$ cat src/rtl/proc_debug_pkg.sv
// Shared types and constants for the architectural register dump unit.
package proc_debug_pkg;

    localparam int unsigned NUM_ARCH_REGS = 32;
    localparam int unsigned ARCH_W        = 5;
    localparam int unsigned PREG_W        = 7;
    localparam int unsigned DATA_W        = 32;

    localparam logic [ARCH_W:0] FULL_COUNT = (ARCH_W + 1)'(NUM_ARCH_REGS);

    typedef enum logic [2:0] {
        IDLE,
        WAIT_Q,
        LOOKUP,
        READ,
        OUT,
        FIN
    } dump_state_t;

    typedef struct packed {
        logic [ARCH_W-1:0] arch;
        logic [PREG_W-1:0] preg;
        logic [DATA_W-1:0] data;
    } dump_beat_t;

    function automatic logic [DATA_W-1:0] rotl1(input logic [DATA_W-1:0] v);
        return {v[DATA_W-2:0], v[DATA_W-1]};
    endfunction

endpackage

$ cat src/rtl/arch_reg_dump_unit.sv
// Debug reader: waits for the ROB to drain, then streams (arch, phys, value) beats for a window
// of architectural registers. Optional running checksum when DUMP_CHECKSUM_EN is defined.
module arch_reg_dump_unit
    import proc_debug_pkg::*;
(
    input  logic              clk,
    input  logic              reset,
    input  logic              start_i,
    input  logic [ARCH_W-1:0] first_i,
    input  logic [ARCH_W:0]   count_i,
    input  logic              abort_i,
    input  logic              rob_empty_i,
    output logic [ARCH_W-1:0] map_idx_o,
    input  logic [PREG_W-1:0] map_preg_i,
    output logic [PREG_W-1:0] prf_raddr_o,
    input  logic [DATA_W-1:0] prf_rdata_i,
    output logic              out_valid_o,
    input  logic              out_ready_i,
    output logic [ARCH_W-1:0] out_arch_o,
    output logic [PREG_W-1:0] out_preg_o,
    output logic [DATA_W-1:0] out_data_o,
    output logic              busy_o,
    output logic              done_o
`ifdef DUMP_CHECKSUM_EN
    ,
    output logic [DATA_W-1:0] checksum_o
`endif
);

    dump_state_t       state_q, state_d;
    logic [ARCH_W-1:0] cur_q, cur_d;
    logic [ARCH_W:0]   rem_q, rem_d;
    logic [PREG_W-1:0] preg_q, preg_d;
    dump_beat_t        beat_q, beat_d;

    logic start_accept;
    logic beat_accept;

    assign start_accept = (state_q == IDLE) && start_i;
    assign beat_accept  = (state_q == OUT) && out_ready_i;

    always_ff @(posedge clk or posedge reset) begin
        if (reset) begin
            state_q <= IDLE;
            cur_q   <= '0;
            rem_q   <= '0;
            preg_q  <= '0;
            beat_q  <= '0;
        end else begin
            state_q <= state_d;
            cur_q   <= cur_d;
            rem_q   <= rem_d;
            preg_q  <= preg_d;
            beat_q  <= beat_d;
        end
    end

    always_comb begin
        state_d     = state_q;
        cur_d       = cur_q;
        rem_d       = rem_q;
        preg_d      = preg_q;
        beat_d      = beat_q;
        map_idx_o   = '0;
        prf_raddr_o = '0;

        case (state_q)
            IDLE: begin
                if (start_i) begin
                    cur_d   = first_i;
                    rem_d   = (count_i == '0) ? FULL_COUNT : count_i;
                    state_d = WAIT_Q;
                end
            end
            WAIT_Q: begin
                if (rob_empty_i) begin
                    state_d = LOOKUP;
                end
            end
            LOOKUP: begin
                map_idx_o   = cur_q;
                preg_d      = map_preg_i;
                prf_raddr_o = map_preg_i;
                state_d     = READ;
            end
            READ: begin
                beat_d.arch = cur_q;
                beat_d.preg = preg_q;
                // x0 is hardwired zero whatever the PRF entry behind it holds
                beat_d.data = (cur_q == '0) ? '0 : prf_rdata_i;
                state_d     = OUT;
            end
            OUT: begin
                if (out_ready_i) begin
                    cur_d   = cur_q + ARCH_W'(1);
                    rem_d   = (rem_q != '0) ? rem_q - (ARCH_W + 1)'(1) : '0;
                    state_d = (rem_q > (ARCH_W + 1)'(1)) ? LOOKUP : FIN;
                end
            end
            FIN: begin
                state_d = IDLE;
            end
            default: begin
                state_d = IDLE;
            end
        endcase

        // Abort wins over everything, including a beat accepted this same cycle
        if (abort_i && (state_q != IDLE)) begin
            state_d = IDLE;
        end
    end

    assign out_valid_o = (state_q == OUT);
    assign out_arch_o  = beat_q.arch;
    assign out_preg_o  = beat_q.preg;
    assign out_data_o  = beat_q.data;
    assign busy_o      = (state_q != IDLE);
    assign done_o      = (state_q == FIN);

`ifdef DUMP_CHECKSUM_EN
    logic [DATA_W-1:0] csum_q;

    always_ff @(posedge clk or posedge reset) begin
        if (reset) begin
            csum_q <= '0;
        end else if (start_accept) begin
            csum_q <= '0;
        end else if (beat_accept) begin
            csum_q <= rotl1(csum_q) ^ beat_q.data;
        end
    end

    assign checksum_o = csum_q;
`else
    logic unused_accept;
    assign unused_accept = start_accept ^ beat_accept;
`endif

endmodule

$ cat config.mk
export PLATFORM = sky130hd
export DESIGN_NAME = arch_reg_dump_unit
export DESIGN_NICKNAME = d
export VERILOG_FILES = /design/src/rtl/proc_debug_pkg.sv /design/src/rtl/arch_reg_dump_unit.sv
export SDC_FILE = /design/constraint.sdc
export NUM_CORES = 1
export LEC_CHECK = 0
export BUFFER_PORTS_ARGS = -buffer_cell sky130_fd_sc_hd__buf_2
export CAP_MARGIN = 10
export CORE_ASPECT_RATIO = 0.75
export CORE_UTILIZATION = 35
export CTS_CLUSTER_SIZE = 30
export DETAILED_ROUTE_END_ITERATION = 8
export SYNTH_ARGS = -nofsm -noshare
export SYNTH_HDL_FRONTEND = slang
export SYNTH_SLANG_ARGS = --single-unit
export TNS_END_PERCENT = 10
$ cat constraint.sdc
create_clock -name clk -period 1.6 [get_ports clk]
set_input_delay 0.08 -clock clk [delete_from_list [all_inputs] [get_ports clk]]
set_output_delay 0.08 -clock clk [all_outputs]
set_load 0.005 [all_outputs]
Word-level counts from Yosys, hierarchy flattened. Cells that the tools add are included. W data, S select, Z words.

Register bits after elaboration: 65. Input bits: 56. Output and inout port bits: 59. Logic and storage cells: 46.

Add/subtract/negate cells: 2. Order comparisons: 1. Equality and inequality tests: 10. Muxes and demuxes: 17. Reductions and logical operators: 9.

Operators by type and width (count): $mux W32 (1); $mux W6 (4); $mux W3 (5); $mux W5 (3); $pmux W3 S5 (1); $pmux W6 S2 (1); $pmux W5 S2 (1); $mux W7 (1); $eq A3 B2 Y1 const B (2); $eq A3 B3 Y1 const B (2); $gt A6 B1 Y1 const B (1); $logic_not A6 Y1 (1); $reduce_and A3 Y1 (2); $reduce_bool A6 Y1 (1); $sub A6 B1 Y6 const B (1); $add A5 B1 Y5 const B (1); $logic_not A5 Y1 (1); $eq A3 B1 Y1 const B (1); $logic_not A3 Y1 (1); $ne A3 B1 Y1 const B (1); $ne A3 B2 Y1 const B (1); $ne A3 B3 Y1 const B (1); $reduce_bool A3 Y1 (1); $ne A2 B1 Y1 const B (1); other kinds (3) (3).

Depth between registers and ports, before layout.
Depth after elaboration: 5. Gate-level depth with buffers: 7. Depth with buffers taken out: 6.

Worst setup path before layout. No wires, ideal clock.

Path kind: register -> register. Start: register state_q[2]. End: register rem_q[5]. Library setup time: 129 ps. Arrival time: 1364 ps. Data required time: 1471 ps. Path slack: 107 ps. Stages on the path, launching flop included: 8. Path buffers: 3. Period minus slack after synthesis: 1493 ps. Cell sequence: dfrtp_1 -> buf_6 -> mux2i_1 -> or3_1 -> clkbuf_2 -> buf_6 -> o21ai_1 -> nand3_1.

Word-level cells in the longest chain between the ends: 3. Elaborated cells between the ends (all ways): 7. Those cells by class: eq/ne (3); mux (1); reduce/logical (3).

RTL lines: from (decl) (line arch_reg_dump_unit.sv:30) `dump_state_t state_q, state_d;`; from (signal assigned) (line arch_reg_dump_unit.sv:50) `state_q <= state_d;`; $eq A3 B3 Y1 / $logic_not A3 Y1 (equally long branches) (line arch_reg_dump_unit.sv:67) `case (state_q)`; $ne A2 B1 Y1 (no source line) (tied with other cells); $reduce_and A3 Y1 (no source line); to (signal assigned) (line arch_reg_dump_unit.sv:52) `rem_q <= rem_d;`; to (decl) (line arch_reg_dump_unit.sv:32) `logic [ARCH_W:0] rem_q, rem_d;`.

Parallel ways exist; a longest one is shown, timed or not. A chain may end at the register's enable or synchronous reset.

Final worst setup path.
Start: register state_q[2]. End: output port map_idx_o[1].

Word-level cells in the longest chain between the ends: 2.

RTL lines: $eq A3 B2 Y1 (line arch_reg_dump_unit.sv:67); $mux W5 (line arch_reg_dump_unit.sv:67); to (decl) (line arch_reg_dump_unit.sv:13) `output logic [ARCH_W-1:0] map_idx_o,`.

Every way passes these cells.

==> run metrics <==
status=finished clean; clk root buf=clkbuf_8; register area share after synthesis=0.558; CP max stage delay=0.43 ns; worst hold slack=between 0.02 and 0.025 ns; Final Hold Vio Count=0; synthesis-to-finish area growth=55.2%; Port Buf Inserts=114; CTS H-Tree Depth=3; nets@finish=between 400 and 500; most frequent CP cell=buf_6; CP Max Fanout=9; dpl cells=about 470; Post-synth EDFFs=0; Tightest Pin Transition=0.559 ns; initial DRC count=83; routed len/inst=14.7 um; Seq cells post-synth=between 60 and 70; first-pass GRT wire length=approximately 13000 um; DRC errors left=0; RSZ-0062 raised after global routing=true; Worst EP required=around 1.5 ns; mux contribution to synthesized area=0.0692; Layout Cells excl Fill=between 500 and 600; antenna violations before repair=0; Slew headroom=0.627; share of cells above drive strength 1=0.455; Sink Count=65; DP HPWL=between 5000 and 6000 um; setup TNS=0 ns; share of the synthesized area in the top cell type=0.558; leading area contributor after synthesis=dfrtp_1; cell row count=28; HP Class=in -> reg; crit-path cells=buf_6, nor3b_4, buf_6, and2_1, buf_2; Synth async-reset ratio=1.00; Leak=2.26 nW; Mapped Nets=309; Starting Density=0.365; Ys Warns=0; Total GRT Usage=0.189; min cycle time layout=roughly 1.6 ns; Adder-Cell Fraction of Synth Area=0.0215; f_max=0.626 GHz; critical path class=reg -> out; top cells by area, synth=dfrtp_1 (56%), a22o_1 (9.9%), mux2_2 (6.6%); Die Wd=between 100 and 150 um; antenna-violating nets left=0; height of the die=~81 um; FILL cells=700; Final Setup Violations=0; Crit path arrival time=1.52 ns; Slowest-stage cell, CP=dfrtp_2; Worst setup SP type=register; CTS tree=built; Routed WL=7910 um; largest net degree at the start of global routing=46; global route overflow=0; Max Cap Viol=0; number of global-route vias before repair=between 2000 and 3000; Syn Inst Count=approximately 250; skew final=around 0.0085 ns; post-route total power=around 0.0074 W; crit share post-route=0.998; Die ar.=between 8000 and 9000 sq um; CTS buffer count=9; largest family of logic cells by synthesized area=compound AO/OA/AOI/OAI gates; clk buf depth=2; I/O pin total=about 120; Peak VDD IR=0.000659 V; vias per std cell=4.86; post-synthesis compound-gate area fraction=0.186; crit end category=primary output; GPL Wtd Cong=approximately 0.76; Cell Area, Synth=2910 sq um; fin. max-slew vios=0; post-synthesis simple-gate area fraction=0.115; ys flop type=dfrtp_1; Clock transition at path regs=about 0.07 ns; Vias=2616; Antenna diodes=0; PwrDens=roughly 1600 nW/um^2; Worst-Skew Late Latency=~0.34 ns; Pre-Repair DR Iteration Count=4; Cell variety after synth=43; total core area=7990 sq um; Mean Syn Cell Area=around 12 sq um; post-synthesis xor/xnor area fraction=0.00301
==> placed cells by master, fill, tap and decap left out, types with 2 or more instances in the layout <==
cell           Yosys  routed
a21oi_1           13      13
a221oi_2           0       2
a22o_1            33      33
a31oi_1            3       3
a32oi_1            2       2
and2_1            14       8
and2_4             0       6
buf_12             0       2
buf_2              7     108
buf_4              1      23
buf_6              3      11
bufinv_16          0       2
clkbuf_8           0       9
clkinv_4           0       2
dfrtp_1           65      64
dlygate4sd3_1      0      41
ha_1               5       5
inv_1             11       9
mux2_2            17      17
nand2_1            7       7
nand3_1            4       4
nor2_1            12      11
nor3_1             5       3
nor3b_1            2       2
o21ai_0           11       7
o21ai_1            5       9
==> path summary, 6_finish.rpt <==
path	from	endpoint	slack (ns)	depth (start not counted)
setup / recovery	state_q[2]$_DFFE_PP0P_	map_idx_o[1]	0.003	5
hold / removal	count_i[2]	rem_q[2]$_DFFE_PP0P_	0.02	3
setup reg to reg	state_q[2]$_DFFE_PP0P_	rem_q[1]$_DFFE_PP0P_	0.01	6
hold reg to reg	out_arch_o[0]$_DFFE_PP0P_	out_arch_o[0]$_DFFE_PP0P_	0.50	2
max in group asynchronous	reset	cur_q[3]$_DFFE_PP0P_	0.74	4
min in group asynchronous	reset	out_data_o[7]$_DFFE_PP0P_	0.36	4
==> routing by layer <==
metal,global-route usage,vias up,wire length [um]
met5,0,-,0
li1,-,1263,-
met1,0.244,1264,3690
met2,0.314,78,3760
met3,0.0441,11,356
met4,0.0644,0,108
==> stage by stage <==
stage                     instance area [sq um]   util  setup slack (ns)
final                                      4520  0.566           0.00331
after CTS                                  4470  0.560           -0.0483
after global routing                       4520  0.566           -0.0895
after global placement                     3730  0.467            0.0529
after floorplan                            2920      -             0.107
after detailed placement                   3730  0.467           0.00818
==> power breakdown <==
| part | leakage (nW) | internal [W] | switching, W |
|---|---|---|---|
| logic | 1.34 | 0.00165 | 0.00135 |
| clock network | 0.116 | 0.000896 | 0.000678 |
| registers | 0.812 | 0.00238 | 0.000432 |
==> Yosys cell counts (all sizes together) (2+ instances only) <==
| library cell | n |
|---|---|
| a31oi | 3 |
| o21ai | 16 |
| and2 | 15 |
| clkbuf | 3 |
| nor3b | 3 |
| nor3 | 5 |
| a221oi | 2 |
| a21oi | 14 |
| mux2 | 17 |
| buf | 13 |
| inv | 11 |
| ha | 5 |
| dfrtp | 65 |
| a32oi | 2 |
| nor4b | 2 |
| nand2 | 7 |
| a22o | 33 |
| nor2 | 12 |
| nand3 | 4 |
==> layout make-up <==
| class | count | area (sq um) | share of cell area |
|---|---|---|---|
| clock inverters | 7 | 103 | 0.0227 |
| inverters | 11 | 45.0 | 0.00997 |
| repair buffers | 185 | 1290 | 0.285 |
| well taps | 105 | 131 | 0.0291 |
| flip-flops and latches | 65 | 1630 | 0.360 |
| multi-input cells | 156 | 1200 | 0.266 |
| clock buffers | 9 | 124 | 0.0274 |
==> what timing repair did <==
action | 4_1_cts | 5_1_grt
setup endpoints to repair | 14 | 60
gates cloned | 1 | 0
gates resized for setup | 8 | 22
endpoints found under the hold margin | 105 | 0
pin swaps | 2 | 9
hold buffers | 41 | 0
buffers inserted | 7 | 2
==> sequential cells by signal, summed over array words and instances, names as in the netlist <==
| register | flops |
|---|---|
| cur_q | 5 |
| preg_q | 7 |
| state_q | 3 |
| out_arch_o | 5 |
| out_data_o | 32 |
| rem_q | 6 |
| out_preg_o | 7 |
==> critical path, delay by kind of cell (launching register included) <==
family | cells | cell delay, ns
buffers and inverters | 3 | 0.39
and+or+nand+nor | 2 | 0.35
DFF | 1 | 0.43
==> cell families after synthesis <==
logic type      count (synthesis)
simple gates                   57
flops                          65
xor+xnor                        1
compound gates                 75
buf+inv                        27
fa+ha+maj                       5
mux                            18
Note: power is estimated with default switching activity, not from simulation.
